$ cat src/rtl/phase_sequencer.sv
// rtl/phase_sequencer.sv - programmable cyclic phase sequencer with one-shot/free-run modes
module phase_sequencer #(
  parameter int MAX_PHASES  = 8,
  parameter int CNT_W       = $clog2(MAX_PHASES),
  parameter int DEFAULT_LEN = 3,
  parameter bit AUTO_START  = 1'b1
) (
  input  logic                  clk,
  input  logic                  reset,
  input  logic                  en,
  input  logic                  start,
  input  logic                  stop,
  input  logic                  oneshot,
  input  logic                  dir,
  input  logic                  len_load,
  input  logic [CNT_W-1:0]      len_in,
  output logic [CNT_W-1:0]      phase,
  output logic [MAX_PHASES-1:0] phase_onehot,
  output logic                  y,
  output logic                  wrap,
  output logic                  done,
  output logic                  busy
);

  typedef enum logic [1:0] {
    S_IDLE = 2'd0,
    S_RUN  = 2'd1,
    S_DONE = 2'd2
  } state_t;

  localparam logic [CNT_W:0]   MAX_W     = (CNT_W+1)'(MAX_PHASES);
  localparam logic [CNT_W-1:0] LAST_MAX  = CNT_W'(MAX_PHASES - 1);
  localparam logic [CNT_W-1:0] LAST_RST  = CNT_W'(DEFAULT_LEN - 1);
  localparam logic [CNT_W-1:0] ONE       = CNT_W'(1);
  localparam state_t           STATE_RST = AUTO_START ? S_RUN : S_IDLE;

  state_t           state, state_nxt;
  logic [CNT_W-1:0] phase_nxt;
  logic [CNT_W-1:0] last, last_nxt;
  logic [CNT_W-1:0] len_clamped;
  logic [CNT_W-1:0] last_eff;
  logic             mode_os, mode_os_nxt;
  logic             wrap_nxt, done_nxt;

  // Clamp the requested last index; a same-edge load governs this cycle's step.
  always_comb begin
    len_clamped = ({1'b0, len_in} >= MAX_W) ? LAST_MAX : len_in;
    last_eff    = len_load ? len_clamped : last;
  end

  // Next-state, next-phase and event-pulse decode.
  always_comb begin
    state_nxt   = state;
    phase_nxt   = phase;
    last_nxt    = len_load ? len_clamped : last;
    mode_os_nxt = mode_os;
    wrap_nxt    = 1'b0;
    done_nxt    = 1'b0;

    unique case (state)
      S_IDLE: begin
        if (start) begin
          state_nxt   = S_RUN;
          mode_os_nxt = oneshot;
          phase_nxt   = dir ? last_eff : '0;
        end
      end

      S_RUN: begin
        if (stop) begin
          state_nxt = S_IDLE;
        end else if (len_load && (phase > last_eff)) begin
          // Shrinking below the current phase restarts the pass silently.
          phase_nxt = '0;
        end else if (en) begin
          if (!dir) begin
            if (phase < last_eff) begin
              phase_nxt = phase + ONE;
            end else if (mode_os) begin
              phase_nxt = '0;
              state_nxt = S_DONE;
              done_nxt  = 1'b1;
            end else begin
              phase_nxt = '0;
              wrap_nxt  = 1'b1;
            end
          end else begin
            if (phase != '0) begin
              phase_nxt = phase - ONE;
            end else if (mode_os) begin
              phase_nxt = '0;
              state_nxt = S_DONE;
              done_nxt  = 1'b1;
            end else begin
              phase_nxt = last_eff;
              wrap_nxt  = 1'b1;
            end
          end
        end
      end

      S_DONE: begin
        state_nxt = S_IDLE;
      end

      default: begin
        state_nxt = S_IDLE;
        phase_nxt = '0;
      end
    endcase

    // A held phase must never sit beyond a freshly shortened length.
    if (phase_nxt > last_eff) begin
      phase_nxt = '0;
    end
  end

  // State, phase, length and event registers with asynchronous reset.
  always_ff @(posedge clk or posedge reset) begin
    if (reset) begin
      state   <= STATE_RST;
      phase   <= '0;
      last    <= LAST_RST;
      mode_os <= 1'b0;
      wrap    <= 1'b0;
      done    <= 1'b0;
    end else begin
      state   <= state_nxt;
      phase   <= phase_nxt;
      last    <= last_nxt;
      mode_os <= mode_os_nxt;
      wrap    <= wrap_nxt;
      done    <= done_nxt;
    end
  end

  // Phase decodes derived directly from the phase register.
  always_comb begin
    phase_onehot        = '0;
    phase_onehot[phase] = 1'b1;
    y                   = (phase == '0);
    busy                = (state == S_RUN);
  end

endmodule

$ cat config.mk
export PLATFORM = sky130hd
export DESIGN_NAME = phase_sequencer
export DESIGN_NICKNAME = d
export VERILOG_FILES = /design/src/rtl/phase_sequencer.sv
export SDC_FILE = /design/constraint.sdc
export NUM_CORES = 1
export LEC_CHECK = 0
export CORE_MARGIN = 5
export CORE_UTILIZATION = 50
export DETAILED_ROUTE_END_ITERATION = 16
export PLACE_DENSITY = 0.83
export SYNTH_ARGS = -nofsm -noshare
export SYNTH_HDL_FRONTEND = slang
export SYNTH_SLANG_ARGS = --single-unit
$ cat constraint.sdc
create_clock -name clk -period 5.85 [get_ports clk]
set_input_delay 1.755 -clock clk [delete_from_list [all_inputs] [get_ports clk]]
set_output_delay 1.755 -clock clk [all_outputs]
set_load 0.02 [all_outputs]
==> flow_metrics.tcl <==
set metrics [dict create \
    outcome "finished, final reports clean" \
    gp_congestion 0.8978 \
    path_clk_slew_ps 70 \
    antenna_found_initial 0 \
    crit_chain "clkdlybuf4s50_1 -> mux2_4 -> inv_1 -> ha_1 -> a21oi_2 -> a211oi_1 -> nor2b_1 -> o32a_1 -> ha_1 -> inv_1 -> a21o_1 -> a21oi_1 -> a31oi_1 -> and2b_1" \
    synthFlopType "dfrtp_1" \
    cp.buffers_inverters 3 \
    clkPwrFrac 0.101 \
    combPwrFrac 0.631 \
    grt_pass1_wl_mm 3.891 \
    start_util 0.5275 \
    setup_viol 0 \
    io-pin-count 26 \
    mostFrequentLayoutCell "clkdlybuf4s50_1" \
    synth.net_count 123 \
    max_freq_ghz 0.2171 \
    ys_seq_area_frac 0.3049 \
    synth-async-reset-ratio 1.000 \
    grt_pass1_vias 818 \
    critPathKind "primary input to flop" \
    post-route-period-util 0.7873 \
    portBuffers 25 \
    mostFrequentLayoutCells "clkdlybuf4s50_1, nor2_1, inv_1, ha_1, dfrtp_1" \
    fp.dieH_um 52.68 \
    synth.top_cell.area_share 0.2473 \
    sequentialPowerShare 0.268 \
    slew_headroom 0.6833 \
    r2r_slack_ps 2920 \
    area_delta_synth_final_pct 33.24 \
    worstPathArrival_ps 4760 \
    yosys.area.top_type "dfrtp_1" \
    ctsResizeCount 0 \
    fin_util 0.7029 \
    ys_ff_latch 11 \
    critPathCaptureType "flop" \
    required_ps 6010 \
    route.vias.total 895 \
    worst-path-max-fanout 4 \
    p_sw_uw 229.9 \
    ctsHoldBuffers 0 \
    cp-start-kind "primary input" \
    netlist_area_sq_um 910.9 \
    cellInternalPower_uw 275.5 \
    final_nets 152 \
    clock_path_buffers 2 \
    syn_area_per_cell_sq_um 8.843 \
    drc 0 \
    drt-pass1-iter-count 4 \
    setup_tns_ps 0 \
    core_sq_um 1727 \
    rows 15 \
    die_area_sq_um 2775 \
    final.min_clock_period_ps 4606 \
    synthCells 103 \
    hold_path_class "flop to flop" \
    worst_pin_slew_ps 475.0 \
    dpl.hpwl_mm 1.767 \
    slowest_delay_ps 580 \
    drive_gt1_frac 0.07634 \
    clk_latency_ps 270 \
    fin_worst_skew_ps 7.197 \
    synth_warnings 0 \
    antenna_cells 0 \
    drt_iter0_markers 25 \
    wl_mm 2.283 \
    rsz0062_at_grt "false" \
    drv_cap 0 \
    peakVddDrop_mv 0.2515 \
    wire_per_inst_um 14.63 \
    gr-total-overflow 0 \
    finalMaxSlewViolations 0 \
    post_cts_buffers 0 \
    yosys-top-cells-area "dfrtp_1, ha_1, dfstp_2" \
    p_leak_nw 0.5456 \
    vias_per_cell 5.737 \
    cp_top_family "compound AO/OA/AOI/OAI gates" \
    swShare 0.4549 \
    cts-buffers-inserted 3 \
    grt_max_degree 17 \
    finalHoldViolations 0 \
    power.density_nw_per_um2 416.4 \
    slowest_stage "clkdlybuf4s50_1" \
    synth-edff-count 0 \
    htree_levels 1 \
    die_w_um 52.68 \
    cts_tree "done" \
    grt.total_usage 0.1922 \
    clock-sinks 11 \
    ys_types 41 \
    drtAntennaViolNets 0 \
    cts_root_buffer "clkbuf_4" \
]
==> through the flow <==
step	hold slack [ps]	total power, mW	std cells	setup slack (ps)	instance area [sq um]
global route	559.3	0.5516	156	1050	1214
finish	507.7	0.5054	156	1244	1214
detailed placement	510.5	0.4535	152	991.2	1187
CTS	520.5	0.5085	156	1280	1214
floorplan	439.8	0.3374	103	1821	910.9
global placement	502.8	0.4489	152	1051	1187
==> power groups by stage <==
stage                     Combinational [mW]  Clock, mW  Sequential (mW)
final                                  0.319     0.0512            0.135
after global routing                   0.353     0.0578            0.141
after CTS                              0.320     0.0540            0.135
after detailed placement               0.318          0            0.136
after global placement                 0.314          0            0.135
after floorplan                        0.207          0            0.131
==> synthesized netlist by cell type, types with 2 or more instances <==
library cell / count
a211oi_1: 2
a21o_1: 2
a21oi_1: 2
a31oi_1: 3
and3_1: 3
dfrtp_1: 9
dfstp_2: 2
ha_1: 9
inv_1: 9
mux2_4: 2
nand2_1: 7
nand2b_1: 3
nand4_1: 2
nor2_1: 9
nor2b_1: 5
nor3_1: 5
o21ai_0: 4
o21bai_1: 2
==> flip-flops by register name, indices dropped and copies added (netlist names) <==
signal	flops
last	3
phase	3
state	2
done	1
mode_os	1
wrap	1
==> path summary, 6_finish.rpt <==
check	from	end	cells after the start
worst max-delay path	len_load	phase[1]$_DFF_PP0_	14
min in group asynchronous	reset	state[1]$_DFFE_PP0P_	2
worst min-delay path	mode_os$_DFFE_PP0P_	wrap$_DFF_PP0_	1
worst min register to register	mode_os$_DFFE_PP0P_	wrap$_DFF_PP0_	1
worst max register to register	phase[0]$_DFF_PP0_	phase[1]$_DFF_PP0_	11
max in group asynchronous	reset	state[0]$_DFFE_PP1P_	2
==> metal layers <==
metal,global-route usage,part of all wire
met1,0.2631,0.47
met2,0.2913,0.44
met3,0.04843,0.082
met4,0.06383,0.017
met5,0,0
==> layout make-up <==
| cell class | instances | area, sq um |
|---|---|---|
| Clock buffer | 4 | 26.28 |
| Fill cell | 157 | 513.0 |
| Inverter | 9 | 33.78 |
| Multi-Input combinational cell | 82 | 594.3 |
| Sequential cell | 11 | 277.8 |
| Tap cell | 25 | 31.28 |
| Timing Repair Buffer | 25 | 250.2 |
==> cell families (layout without fill, tap and decap cells) <==
kind of cell,count (synthesis),count (layout),share of synthesized area
buf+inv,10,38,0.04257
simple gates,42,42,0.2514
fa+ha+maj,9,9,0.1236
xor+xnor,1,1,0.009617
mux,4,4,0.05632
compound gates,26,26,0.2115
flops,11,11,0.3049
No activity file was read; power rests on OpenSTA's default activity.
